<file path="config.mk">
export PLATFORM = sky130hd
export DESIGN_NAME = ctlchain_seq
export DESIGN_NICKNAME = d
export VERILOG_FILES = /design/src/rtl/ctlchain_seq.sv
export SDC_FILE = /design/constraint.sdc
export NUM_CORES = 1
export LEC_CHECK = 0
export CORE_ASPECT_RATIO = 0.75
export CORE_MARGIN = 8
export CORE_UTILIZATION = 45
export DETAILED_ROUTE_END_ITERATION = 10
export PLACE_DENSITY = 0.75
export SKIP_LAST_GASP = 1
export SLEW_MARGIN = 20
export SYNTH_ARGS = -nofsm -noshare
export SYNTH_HDL_FRONTEND = slang
export SYNTH_SLANG_ARGS = --single-unit
</file>
<file path="constraint.sdc">
create_clock -name clk -period 3.25 [get_ports clk]
set_input_delay 0.975 -clock clk [delete_from_list [all_inputs] [get_ports clk]]
set_output_delay 0.975 -clock clk [all_outputs]
set_load 0.02 [all_outputs]
</file>
<file path="src/rtl/ctlchain_seq.sv">
// ctlchain_seq: sequential MSB-first control chain.
// Evaluates ctl(a,b,x) = (a&b) | (x&(a|b)) over WIDTH bits, one SEG-bit
// segment per clock, from the most significant segment down to the least.
// Results are built in a shadow register and published to s on entry to DONE.
// Optional feature macro: CTLCHAIN_SEGMODE_EN enables segmented mode
// (boundary OR of the chain's top output into each lower segment's top bit).
// Without it, mode is ignored and the chain is always exact.
`timescale 1ns/1ps

module ctlchain_seq #(
  parameter int WIDTH = 16,
  parameter int SEG   = 8
) (
  input  logic             clk,
  input  logic             rst_n,
  input  logic             in_valid,
  output logic             in_ready,
  input  logic [WIDTH-1:0] a,
  input  logic [WIDTH-1:0] b,
  input  logic             mode,
  output logic             out_valid,
  input  logic             out_ready,
  output logic [WIDTH-1:0] s,
  output logic             busy
);

  localparam int NSEG = WIDTH / SEG;
  localparam int KW   = (NSEG > 1) ? $clog2(NSEG) : 1;
  localparam logic [KW-1:0] K_LAST = KW'(NSEG - 1);

  localparam logic [1:0] ST_IDLE = 2'd0;
  localparam logic [1:0] ST_RUN  = 2'd1;
  localparam logic [1:0] ST_DONE = 2'd2;

  logic [1:0]       state;
  logic [WIDTH-1:0] a_q;
  logic [WIDTH-1:0] b_q;
  logic [KW-1:0]    k;
  logic             carry_q;   // lowest output of the previous segment
  logic [WIDTH-1:0] shadow;    // partially built result, never visible on s

`ifdef CTLCHAIN_SEGMODE_EN
  logic             mode_q;
  logic             msb_q;     // s[WIDTH-1], captured while evaluating segment 0
`else
  logic             unused_mode;
  assign unused_mode = mode;
`endif

  logic [SEG-1:0]   seg_a;
  logic [SEG-1:0]   seg_b;
  logic [SEG-1:0]   seg_s;
  logic             seg_x;
  logic             ripple_x;
  logic [WIDTH-1:0] shadow_next;

  assign in_ready  = (state == ST_IDLE);
  assign out_valid = (state == ST_DONE);
  assign busy      = (state != ST_IDLE);

  // Select the current segment's operands and chain input, ripple it, and merge it into the shadow.
  always_comb begin
    // NOTE: every variable gets a default before any conditional write, so no latch is inferred.
    seg_a       = '0;
    seg_b       = '0;
    shadow_next = shadow;
    for (int j = 0; j < NSEG; j++) begin
      if (k == KW'(j)) begin
        seg_a = a_q[WIDTH-1-j*SEG -: SEG];
        seg_b = b_q[WIDTH-1-j*SEG -: SEG];
      end
    end

    if (k == '0) begin
      seg_x = 1'b0;
    end else begin
`ifdef CTLCHAIN_SEGMODE_EN
      seg_x = carry_q | (mode_q & msb_q);
`else
      seg_x = carry_q;
`endif
    end

    ripple_x = seg_x;
    seg_s    = '0;
    for (int i = SEG - 1; i >= 0; i--) begin
      seg_s[i] = (seg_a[i] & seg_b[i]) | (ripple_x & (seg_a[i] | seg_b[i]));
      ripple_x = seg_s[i];
    end

    for (int j = 0; j < NSEG; j++) begin
      if (k == KW'(j)) begin
        shadow_next[WIDTH-1-j*SEG -: SEG] = seg_s;
      end
    end
  end

  // Handshake FSM, operand capture and per-segment state update.
  always_ff @(posedge clk) begin
    // NOTE: sequential state uses non-blocking assignments so every register samples pre-edge values.
    if (!rst_n) begin
      state   <= ST_IDLE;
      a_q     <= '0;
      b_q     <= '0;
      k       <= '0;
      carry_q <= 1'b0;
      shadow  <= '0;
      s       <= '0;
`ifdef CTLCHAIN_SEGMODE_EN
      mode_q  <= 1'b0;
      msb_q   <= 1'b0;
`endif
    end else begin
      case (state)
        ST_IDLE: begin
          if (in_valid) begin
            a_q    <= a;
            b_q    <= b;
`ifdef CTLCHAIN_SEGMODE_EN
            mode_q <= mode;
`endif
            k      <= '0;
            state  <= ST_RUN;
          end
        end
        ST_RUN: begin
          shadow  <= shadow_next;
          carry_q <= seg_s[0];
`ifdef CTLCHAIN_SEGMODE_EN
          if (k == '0) msb_q <= seg_s[SEG-1];
`endif
          if (k == K_LAST) begin
            s     <= shadow_next;
            state <= ST_DONE;
          end else begin
            k <= k + 1'b1;
          end
        end
        ST_DONE: begin
          if (out_ready) state <= ST_IDLE;
        end
        default: state <= ST_IDLE;
      endcase
    end
  end

endmodule
</file>
==> out/metrics.yaml, run 1 <==
outcome:
  status: "complete, no violations"
worst_setup_path:
  critPathSlowestCell: "clkdlybuf4s50_1"
  critPathRequiredTime_ps: 2270
  cp-start-kind: "register"
  path_class: "reg -> out"
  crit_chain: "nor2_1 > clkdlybuf4s50_1"
  end_kind: "output port"
  worstPathArrival_ps: 1540
  max_stage_delay_ps: 650
  cp_max_fo: 4
sta:
  post-route-period-util_pct: 77.42
  skew_ps: 5.653
  layout_setup_ws_ps: 733.9
  maxSlewHeadroom_pct: 45.94
  finalSetupViolCount: 0
  min_period_ps: 2516
  finalHoldViolCount: 0
  worst_pin_slew_ps: 810.4
  rsz0062_at_grt: "false"
  slew_viol_final: 0
  tns_ps: 0
  max_freq_mhz: 397.4
layout:
  area_delta_synth_final_pct: 32.16
  nets: 401
  stdcell_count: 444
  seq_area_mm2: 0.001201
  num_antenna_cells: 0
  multi_input_comb_area_mm2: 0.001239
  drive_gt1_share_pct: 6.233
  fill_cells: 495
clock_tree:
  cts_resized: 0
  cts.sinks: 60
  htreeDepth: 3
  cts.clk_slew.worst_paths_ps: 60
  tritoncts: "built"
  cts_made_buffers: 9
  cts_hold_buf: 0
  clock_latency_ps: 340
  cts_root_buffer: "clkbuf_8"
  cts_setup_buffers: 0
  cts_buffer_depth: 2
synth:
  syn_area_mm2: 0.002525
  synth.most_common_cell: "nand2_1"
  synth.net_count: 352
  synth_edf_count: 0
  synth_ff_type: "dfxtp_1"
  ys_top_cells_by_count: "98 x nand2_1, 60 x dfxtp_1, 45 x a21boi_0"
  ys_seq_area_share_pct: 47.57
  ys_ff_latch: 60
  syn_inst: 315
  yosys-top-cells-area: "dfxtp_1 48%, nand2_1 15%, a21boi_0 13%"
  ys_warn_count: 0
  synth_top_cell_by_area: "dfxtp_1"
  synth_top_area_share_pct: 47.57
  ys_types: 35
  syn_avg_cell_area_um2: 8.016
  ys_async_sr_fraction_pct: 0
power_and_ir_drop:
  combPwrFrac_pct: 11.8
  power_mw: 1.672
  peakVddDrop_uv: 239.0
  switchingPower_mw: 0.4018
  p_seq_share_pct: 48.3
  p_int_mw: 1.270
  switching_share_pct: 24.04
  p_leak_nw: 1.204
  clkPwrFrac_pct: 39.9
  p_per_area_mw_per_mm2: 500.9
die:
  row_count: 23
  io_pins: 56
  start_util_pct: 46.92
  core-area_mm2: 0.005381
  dieHeight_um: 80.87
  die_width_um: 102.5
  dieArea_mm2: 0.008289
grt:
  grt.total_usage_pct: 15.31
  antenna_found_initial: 0
  grt_overflow_total: 0
  grt_start_max_net_pins: 34
  grt_pass1_wl_mm: 9.832
  grt_pass1_vias: 2154
drt:
  drc_errors: 0
  via_per_inst: 5.110
  vias: 2269
  wl_per_cell_um: 13.24
  drt_pass1_iterations: 4
  wl_mm: 5.878
  drtIter0Drc: 70
  ant_nets: 0
place:
  portBuffers: 54
  place_ws_ps: 773.4
  place_inst: 428
  place.gp.congestion: 0.8134
  dp_hpwl_mm: 4.323
flow_run:
  max_cap_violations: 0
min_path:
  hold_path_class: "reg -> reg"
cell type report:
cell class	count	area share [%]
clock buffers	15	4.987
multi-input cells	233	37.12
inverters	1	0.1125
clock inverters	1	0.8999
repair buffers	59	18.07
flip-flops and latches	60	36.00
well taps	75	2.812
placed cells by master, fill, tap and decap left out, types with 3 or more instances in the layout:
cell             count
nor2b_1              6
buf_4                3
a21boi_0            45
clkdlybuf4s50_1     54
clkbuf_8            11
nor2_1              15
nand3_1              5
o21ai_0             17
o22ai_1              3
a31oi_1              3
a21oi_1             11
nor3_1               3
clkbuf_1             4
nand2_1             98
dfxtp_1             60
metal layers:
layer | GRT usage (%) | part of all wire [%]
met5 | 0 | 0
met4 | 5.547 | 1.2
met3 | 7.430 | 8.4
met2 | 23.54 | 44
met1 | 18.22 | 46
metrics by stage:
stage / utilization (%) / instance area [um2] / hold slack, ps
after floorplan: - / 2525 / 437.8
after detailed placement: 58.36 / 3141 / 455.6
final: 62.01 / 3337 / 459.5
after global routing: 62.01 / 3337 / 490.0
after CTS: 62.01 / 3337 / 463.9
after global placement: 58.36 / 3141 / 454.4
flip-flops by register name (all words and copies together), names as in the netlist:
name,flops
k,1
b_q,16
a_q,16
carry_q,1
shadow,8
state,2
s,16
worst max-delay path, delay by kind of cell (launching register included):
kind | cells | cell delay, ps
and+or+nand+nor | 1 | 220
DFF | 1 | 330
buffers and inverters | 1 | 650
cell families (layout without fill, tap and decap cells):
kind of cell | after synthesis | count (layout) | synth area share (%)
flip-flops | 60 | 60 | 47.57
AND/OR/NAND/NOR | 135 | 135 | 21.85
buffers and inverters | 22 | 76 | 3.370
AO/OA/AOI/OAI | 96 | 96 | 26.31
adder cells (fa/ha/maj) | 2 | 2 | 0.8919
path summary, 6_finish.rpt:
| path | from | endpoint | slack, ps | cells past startpoint |
|---|---|---|---|---|
| worst max-delay path | state[1]$_SDFFE_PN0P_ | in_ready | 730 | 2 |
| worst min-delay path | s[5]$_SDFFE_PN0P_ | s[5]$_SDFFE_PN0P_ | 460 | 2 |
| worst min register to register | s[5]$_SDFFE_PN0P_ | s[5]$_SDFFE_PN0P_ | 460 | 2 |
| worst max register to register | k$_SDFFE_PN0P_ | shadow[9]$_SDFFE_PN0P_ | 1230 | 6 |
power by group through the flow:
stage	sequential, mW	clock [mW]	combinational, mW
global placement	0.822	0	0.196
detailed placement	0.824	0	0.199
CTS	0.807	0.684	0.200
global route	0.813	0.712	0.222
floorplan	0.814	0	0.116
finish	0.808	0.666	0.198
No activity file was read; power rests on OpenSTA's default activity.
==> inputs of run 2 (changes only) <==
--- a/config.mk
+++ b/config.mk
@@ -9,7 +9,7 @@
 export CORE_MARGIN = 8
 export CORE_UTILIZATION = 45
 export DETAILED_ROUTE_END_ITERATION = 10
-export PLACE_DENSITY = 0.75
+export PLACE_DENSITY = 0.78
 export SKIP_LAST_GASP = 1
 export SLEW_MARGIN = 20
 export SYNTH_ARGS = -nofsm -noshare
==> constraint.sdc (replaced) <==
create_clock -name clk -period 2 [get_ports clk]
set_input_delay 0.6 -clock clk [delete_from_list [all_inputs] [get_ports clk]]
set_output_delay 0.6 -clock clk [all_outputs]
set_load 0.02 [all_outputs]
==> out/metrics.yaml, run 2 (synthesis results as in run 1) <==
outcome:
  status: "complete, no violations"
place:
  postPlaceCellArea_mm2: 0.003198
  place.gp.congestion: 0.8227
  portBuffers: 54
  place_ws_ps: 144.5
  dp_hpwl_mm: 4.450
  place_inst: 434
drt:
  drtIter0Drc: 146
  via_per_inst: 5.054
  vias: 2264
  drc_errors: 0
  ant_nets: 0
  wl_mm: 6.034
  drt_pass1_iterations: 4
  wl_per_cell_um: 13.47
layout:
  drive_gt1_share_pct: 8.043
  utilization_pct: 62.26
  seq_area_mm2: 0.001201
  stdcell_count: 448
  nets: 407
  top_regs: "a_q: 16 flops, b_q: 16 flops, s: 16 flops"
  final_cell_mix: "98 x nand2_1, 60 x dfxtp_1, 51 x clkdlybuf4s50_1"
  stdcell_area_mm2: 0.003351
  final_common_cell: "nand2_1"
  num_antenna_cells: 0
  fill_cells: 494
  area_delta_synth_final_pct: 32.71
  multi_input_comb_area_mm2: 0.001239
sta:
  slew_viol_final: 0
  max_freq_mhz: 524.2
  rsz0062_at_grt: "false"
  finalSetupViolCount: 0
  finalHoldViolCount: 0
  tns_ps: 0
  min_period_ps: 1908
  post-route-period-util_pct: 95.38
  maxSlewHeadroom_pct: 69.86
  worst_pin_slew_ps: 451.2
  hold-worst-slack_ps: 459.6
  layout_setup_ws_ps: 92.50
  skew_ps: 4.039
die:
  die_width_um: 102.5
  io_pins: 56
  row_count: 23
  core-area_mm2: 0.005381
  dieHeight_um: 80.87
  dieArea_mm2: 0.008289
  start_util_pct: 46.92
grt:
  grt_pass1_wl_mm: 9.970
  grt_start_max_net_pins: 50
  grt.total_usage_pct: 15.41
  grt_overflow_total: 0
  antenna_found_initial: 0
  grt_pass1_vias: 2252
clock_tree:
  cts_setup_buffers: 0
  cts.sinks: 60
  clock_latency_ps: 330
  cts_buffer_depth: 2
  cts.clk_slew.worst_paths_ps: 60
  htreeDepth: 3
  cts_root_buffer: "clkbuf_8"
  tritoncts: "built"
  cts_made_buffers: 9
power_and_ir_drop:
  p_leak_nw: 1.233
  p_per_area_mw_per_mm2: 760.0
  power_mw: 2.547
  peakVddDrop_uv: 414.8
min_path:
  hold_path_class: "reg -> reg"
  min_path_cells: 2
  hp-start: "s[12]$_SDFFE_PN0P_"
worst_setup_path:
  path_class: "reg -> out"
  reg2reg_depth: 7
  path_buf_inv: 1
  cp_max_fo: 2
  critPathRequiredTime_ps: 1400
  cp-start-kind: "register"
  path_depth: 1
  worstSetupStartpoint: "s[6]$_SDFFE_PN0P_"
  max_stage_delay_ps: 620
  crit_chain: "clkdlybuf4s50_1"
  end_kind: "output port"
  worstPathArrival_ps: 1310
  crit_family: "buffers and inverters"
  critPathSlowestCell: "clkdlybuf4s50_1"
  r2r_start: "b_q[7]$_SDFFE_PN0P_"
flow_run:
  max_cap_violations: 0
run 2: changes by cell type in the layout (fill, tap and decap cells not counted):
cell,delta
bufinv_16,-1
buf_12,+1
buf_4,+5
clkdlybuf4s50_1,-3
clkinv_2,+3
dlygate4sd2_1,+3
clkbuf_1,-3
clkbuf_8,-1
run 2: layer usage:
layer / track usage (%) / wire length (um)
met1: 17.65 / 2811
met5: 0 / 0
met2: 25.10 / 2701
met3: 5.807 / 426
met4: 7.299 / 95
run 2: area by class of cell:
class / count / area share (%)
Clock buffer: 11 / 4.220
Clock inverter: 3 / 0.4481
Tap cell: 75 / 2.801
Sequential cell: 60 / 35.85
Inverter: 1 / 0.1120
Timing Repair Buffer: 65 / 19.60
Multi-Input combinational cell: 233 / 36.97
run 2: what timing repair did:
| action | CTS | global route |
|---|---|---|
| hold buffers | 0 | 0 |
| resized for setup | 3 | 0 |
| setup endpoints to repair | 3 | 0 |
| hold endpoints to repair | 0 | 0 |
run 2: power by group:
part           total, mW  leakage [nW]  internal, mW  switching [mW]
combinational      0.343         0.658         0.173           0.170
clock              0.894        0.0848         0.462           0.431
sequential          1.31         0.490          1.26          0.0535
total               2.55          1.23          1.89           0.655
run 2: path summary, 6_finish.rpt:
path / slack (ps) / endpoint
max: 90 / s[6]
min: 460 / s[12]$_SDFFE_PN0P_
max reg2reg: 120 / carry_q$_SDFFE_PN0P_
min reg2reg: 460 / s[12]$_SDFFE_PN0P_
==> inputs of run 3 (changes only) <==
--- a/config.mk
+++ b/config.mk
@@ -9,9 +9,9 @@
 export CORE_MARGIN = 8
 export CORE_UTILIZATION = 45
 export DETAILED_ROUTE_END_ITERATION = 10
+export HOLD_SLACK_MARGIN = 0.06
 export PLACE_DENSITY = 0.78
 export SKIP_LAST_GASP = 1
-export SLEW_MARGIN = 20
 export SYNTH_ARGS = -nofsm -noshare
 export SYNTH_HDL_FRONTEND = slang
 export SYNTH_SLANG_ARGS = --single-unit
==> results of run 3 <==
Final layout, timing and power as in run 2 (identical DEF).
